==> src/rtl/paddle_ctrl.sv <==
// Paddle position controller: samples two ADC channels on each synchronized BUSY
// falling edge, averages four samples, maps to screen lines and publishes on FRAME_TICK.
module paddle_ctrl #(
    parameter int PADDLE_H  = 64,
    parameter int HYST      = 2,
    parameter int STALE_CYC = 65535
) (
    input  logic       CLOCK_50MHz,
    input  logic       RESET_n,
    input  logic       BUSY,
    input  logic [7:0] DATA_AD0,
    input  logic [7:0] DATA_AD1,
    input  logic       FRAME_TICK,
    output logic [8:0] PADDLE0_Y,
    output logic [8:0] PADDLE1_Y,
    output logic       POS_VALID,
    output logic       STALE
);

    localparam logic [8:0] Y_MAX   = 9'(480 - PADDLE_H);
    localparam logic [8:0] Y_RST   = 9'((480 - PADDLE_H) / 2);
    localparam int         CNT_W   = $clog2(STALE_CYC + 1);
    localparam logic [CNT_W-1:0] CNT_MAX = CNT_W'(STALE_CYC);

    typedef enum logic [1:0] {
        S_IDLE,
        S_CAP,
        S_AVG,
        S_HYST
    } state_t;

    state_t                 state_q, state_d;
    logic [1:0]             busy_sync_q, busy_sync_d;
    logic                   busy_prev_q, busy_prev_d;
    logic                   first_q, first_d;
    logic [1:0][3:0][7:0]   hist_q, hist_d;
    logic [1:0][9:0]        sum_q, sum_d;
    logic [1:0][7:0]        avg_q, avg_d;
    logic [1:0][8:0]        pend_q, pend_d;
    logic [1:0][8:0]        y_q, y_d;
    logic                   valid_q, valid_d;
    logic [CNT_W-1:0]       stale_cnt_q, stale_cnt_d;

    logic                   sample_ev;
    logic                   stale_now;
    logic [1:0][7:0]        data_in;

    function automatic logic [8:0] map_clamp(input logic [7:0] avg);
        logic [11:0] prod;
        logic [8:0]  mapped;
        prod   = {4'b0, avg} * 12'd13;
        mapped = prod[11:3];
        return (mapped > Y_MAX) ? Y_MAX : mapped;
    endfunction

    function automatic logic [8:0] abs_diff(input logic [8:0] a, input logic [8:0] b);
        return (a >= b) ? (a - b) : (b - a);
    endfunction

    assign data_in   = {DATA_AD1, DATA_AD0};
    assign sample_ev = busy_prev_q & ~busy_sync_q[1];
    assign stale_now = (stale_cnt_q == CNT_MAX);

    always_comb begin
        state_d     = state_q;
        busy_sync_d = {busy_sync_q[0], BUSY};
        busy_prev_d = busy_sync_q[1];
        first_d     = first_q;
        hist_d      = hist_q;
        sum_d       = sum_q;
        avg_d       = avg_q;
        pend_d      = pend_q;
        y_d         = y_q;
        valid_d     = 1'b0;
        stale_cnt_d = stale_cnt_q;

        unique case (state_q)
            S_IDLE: if (sample_ev) state_d = S_CAP;
            S_CAP: begin
                for (int ch = 0; ch < 2; ch++) begin
                    // First sample fills the whole window so the average starts at the real value.
                    if (first_q) begin
                        hist_d[ch] = {4{data_in[ch]}};
                        sum_d[ch]  = {data_in[ch], 2'b00};
                    end else begin
                        hist_d[ch] = {hist_q[ch][2:0], data_in[ch]};
                        sum_d[ch]  = sum_q[ch] - 10'(hist_q[ch][3]) + 10'(data_in[ch]);
                    end
                end
                state_d = S_AVG;
            end
            S_AVG: begin
                for (int ch = 0; ch < 2; ch++) avg_d[ch] = sum_q[ch][9:2];
                state_d = S_HYST;
            end
            S_HYST: begin
                for (int ch = 0; ch < 2; ch++) begin
                    if (first_q || (abs_diff(map_clamp(avg_q[ch]), pend_q[ch]) >= 9'(HYST)))
                        pend_d[ch] = map_clamp(avg_q[ch]);
                end
                first_d = 1'b0;
                state_d = S_IDLE;
            end
            default: state_d = S_IDLE;
        endcase

        // Outputs freeze while the ADC is silent.
        if (FRAME_TICK && !stale_now) begin
            y_d     = pend_q;
            valid_d = 1'b1;
        end

        if (sample_ev)
            stale_cnt_d = '0;
        else if (!stale_now)
            stale_cnt_d = stale_cnt_q + 1'b1;
    end

    // NOTE: state uses non-blocking assignments only; the history window is cleared on
    // reset because an in-flight sample must never leak across a reset.
    always_ff @(posedge CLOCK_50MHz or negedge RESET_n) begin
        if (!RESET_n) begin
            state_q     <= S_IDLE;
            busy_sync_q <= 2'b11;
            busy_prev_q <= 1'b1;
            first_q     <= 1'b1;
            hist_q      <= '0;
            sum_q       <= '0;
            avg_q       <= '0;
            pend_q      <= {Y_RST, Y_RST};
            y_q         <= {Y_RST, Y_RST};
            valid_q     <= 1'b0;
            stale_cnt_q <= '0;
        end else begin
            state_q     <= state_d;
            busy_sync_q <= busy_sync_d;
            busy_prev_q <= busy_prev_d;
            first_q     <= first_d;
            hist_q      <= hist_d;
            sum_q       <= sum_d;
            avg_q       <= avg_d;
            pend_q      <= pend_d;
            y_q         <= y_d;
            valid_q     <= valid_d;
            stale_cnt_q <= stale_cnt_d;
        end
    end

    assign PADDLE0_Y = y_q[0];
    assign PADDLE1_Y = y_q[1];
    assign POS_VALID = valid_q;
    assign STALE     = stale_now;

endmodule
==> config.mk <==
export PLATFORM = sky130hd
export DESIGN_NAME = paddle_ctrl
export DESIGN_NICKNAME = d
export VERILOG_FILES = /design/src/rtl/paddle_ctrl.sv
export SDC_FILE = /design/constraint.sdc
export NUM_CORES = 1
export LEC_CHECK = 0
export ABC_AREA = 1
export CAP_MARGIN = 20
export CORE_MARGIN = 2
export CORE_UTILIZATION = 63
export CTS_BUF_LIST = sky130_fd_sc_hd__clkbuf_8 sky130_fd_sc_hd__clkbuf_16
export DETAILED_ROUTE_END_ITERATION = 7
export PLACE_DENSITY = 0.93
export SLEW_MARGIN = 40
export SYNTH_ARGS = -nofsm -noshare
export SYNTH_HDL_FRONTEND = slang
export SYNTH_SLANG_ARGS = --single-unit
==> constraint.sdc <==
create_clock -name CLOCK_50MHz -period 6.08 [get_ports CLOCK_50MHz]
set_clock_uncertainty 0.05 [all_clocks]
set_input_delay 1.216 -clock CLOCK_50MHz [delete_from_list [all_inputs] [get_ports CLOCK_50MHz]]
set_output_delay 1.216 -clock CLOCK_50MHz [all_outputs]
set_load 0.01 [all_outputs]
==> run_results.csv <==
group,metric,value,unit
cells_and_area,syn2layout_area_growth,10.52,%
setup_path,cpMostUsedCell,"nand2_1",
min_path,hold_depth,0,
sta,final_max_slew_viol_count,0,
setup_path,cp.required,6.40,ns
route,drc,0,
clock_network,ctsResizeCount,0,
clock_network,root_buffer,"clkbuf_16",
route,routed_wl,24510,um
setup_path,critPathMaxFanout,10,
setup_path,r2r-end,"pend_q[6]",
sta,setup_viol,0,
sta,fmax,197.0,MHz
die,fp.coreArea,17180,um2
logic_synthesis,ys_seq_elements,159,
setup_path,max_stage_delay,0.49,ns
sta,period_share,83.50,%
route,drt_iter0_markers,857,
sta,slew_headroom,52.04,%
clock_network,cts_hold_buf,0,
die,fp.dieW,136.1,um
run,max_cap_violations,0,
cells_and_area,final_layout_size_suffix_gt1_share,6.216,%
setup_path,rrSetupSlack,1.00,ns
setup_path,cp-end-kind,"flop",
cells_and_area,final_common_cell,"nand2_1",
clock_network,cts.sinks,159,
placement,port_buffers,39,
clock_network,clkTransAtPathRegs,0.07,ns
setup_path,worstRegToRegCells,28,
sta,tns,0,ns
global_routing,antenna_found_initial,0,
die,io_pins,40,
cells_and_area,diodes,0,
die,dieHeight,136.1,um
clock_network,ctsLongestPathBuffers,2,
logic_synthesis,synthCells,1421,
placement,dp_hpwl,17110,um
logic_synthesis,synth_seq_area_share,36.39,%
placement,gp_congestion,0.9159,
cells_and_area,final_cell_mix,"nand2_1 (389), inv_1 (251), dfrtp_1 (143), nand3_1 (115), ha_1 (96)",
logic_synthesis,synthDistinctLibCells,48,
setup_path,arrival,5.40,ns
clock_network,cts_tree,"yes",
logic_synthesis,synth_top_family_by_area,"simple AND/OR/NAND/NOR gates",
sta,worst_pin_slew,0.7194,ns
route,firstDrtPassIters,6,
route,vias,9467,
sta,finalCriticalPeriod,5.077,ns
route,postRouteAntennaNets,0,
min_path,hold_end,"busy_sync_q[1]",
die,initial_core_util,63.98,%
logic_synthesis,syn_nets,1569,
global_routing,grt_pass1_vias,9332,
sta,rsz0062_at_grt,"false",
logic_synthesis,ys_warn_count,0,
cells_and_area,nets,1600,
global_routing,grt_pass1_wl,42370,um
outcome,outcome,"finished, final reports clean",
die,fp.dieArea,18520,um2
min_path,hold_path.class,"reg -> reg",
logic_synthesis,synth-edff-count,0,
logic_synthesis,synthArstFlopShare,100.0,%
logic_synthesis,synthSimpleGateAreaFrac,24.84,%
logic_synthesis,synth_compound_area_share,9.541,%
logic_synthesis,synth-xor-area-share,2.459,%
route,via_per_inst,5.605,
min_path,min_from,"busy_sync_q[0]",
clock_network,cts_buffers,17,
sta,final_hold_viol_count,0,
setup_path,crit-reg2reg-launch,"avg_q[3]",
global_routing,grt_overflow_total,0,
cells_and_area,finish.utilization,70.71,%
clock_network,htree_num_levels,4,
setup_path,critPathLaunchType,"flop",
logic_synthesis,synthAdderAreaFrac,16.62,%
clock_network,insertion_delay,0.44,ns
route,wl_per_cell,14.51,um
logic_synthesis,synthMuxAreaShare,0,%
logic_synthesis,yosys_most_used_dff,"dfrtp_1",
global_routing,grt_usage,28.39,%
setup_path,path_class,"reg -> reg",
setup_path,slowest_stage,"fa_1",
logic_synthesis,synth_area,10990,um2
clock_network,postCtsSetupBuffers,0,
logic_synthesis,avgSynthCellArea,7.733,um2
global_routing,grt_start_max_net_pins,103,
die,rows,48,
==> cells by family after synthesis <==
logic type / after synthesis
simple gates: 632
buf+inv: 285
compound gates: 187
flops: 159
fa+ha+maj: 128
xor+xnor: 30
==> synth_stat cells, drive strengths merged (16+ instances only) <==
master / n / share of area (%)
nand2: 398 / 14
inv: 253 / 8.6
dfrtp: 143 / 33
nand3: 117 / 5.4
ha: 98 / 11
o21ai: 87 / 4.0
nor2: 75 / 2.9
a21oi: 62 / 2.8
fa: 30 / 5.5
clkbuf: 21 / 0.74
nand4: 20 / 1.3
xor2: 19 / 1.6
dfstp: 16 / 3.8
==> metrics by stage <==
stage               area, um2  hold WS (ns)  worst slack [ns]  instances
floorplan               10990        0.2952             1.840       1421
global placement        11530        0.2954             1.314       1657
detailed placement      11540        0.3029             1.182       1657
CTS                     12120        0.3123             1.095       1688
global route            12150        0.3153            0.6042       1689
finish                  12150        0.3103             1.003       1689
==> layout make-up <==
cell class                      instances  area, um2
Tap cell                              225      281.5
Clock buffer                           17      425.4
Inverter                              253      949.7
Sequential cell                       159       3999
Clock inverter                         14      148.9
Fill cell                            1284       5031
Timing Repair Buffer                   44      452.9
Multi-Input combinational cell        977       5888
==> sequential cells by signal (all words and copies together), names as in the netlist, 2 cells and up <==
signal       cells
busy_sync_q      2
pend_q          18
PADDLE0_Y        9
avg_q           16
sum_q           20
stale_cnt_q     16
state_q          2
hist_q          64
PADDLE1_Y        9
==> layer usage <==
layer	GRT usage, %	up-vias	wire length (um)
met1	35.97	4485	10230
met5	0	-	0
li1	-	4568	-
met3	4.773	51	1501
met4	9.317	0	455
met2	49.53	363	12320
==> critical path: cells and delay by family (launching register included) <==
kind | cells | cell delay, ns
and+or+nand+nor | 19 | 2.13
xor gates and xnor gates | 1 | 0.33
AOI/OAI and AO/OA | 1 | 0.33
DFF | 1 | 0.43
adders and majority gates | 4 | 1.60
buffers and inverters | 3 | 0.16
==> how the worst max path moves through the flow <==
| stage | start | endpoint | slack (ns) | depth (start not counted) |
|---|---|---|---|---|
| finish | avg_q[3] | pend_q[6] | 1.00 | 28 |
| global route | avg_q[4] | pend_q[1] | 0.60 | 27 |
| CTS | avg_q[3] | pend_q[1] | 1.10 | 28 |
| detailed placement | avg_q[12] | pend_q[14] | 1.18 | 29 |
| global placement | avg_q[12] | pend_q[10] | 1.31 | 29 |
| floorplan | avg_q[1] | pend_q[1] | 1.84 | 25 |
Power is not shown: default switching activity piles up to over one toggle a cycle in this logic, so the estimate is an artifact.
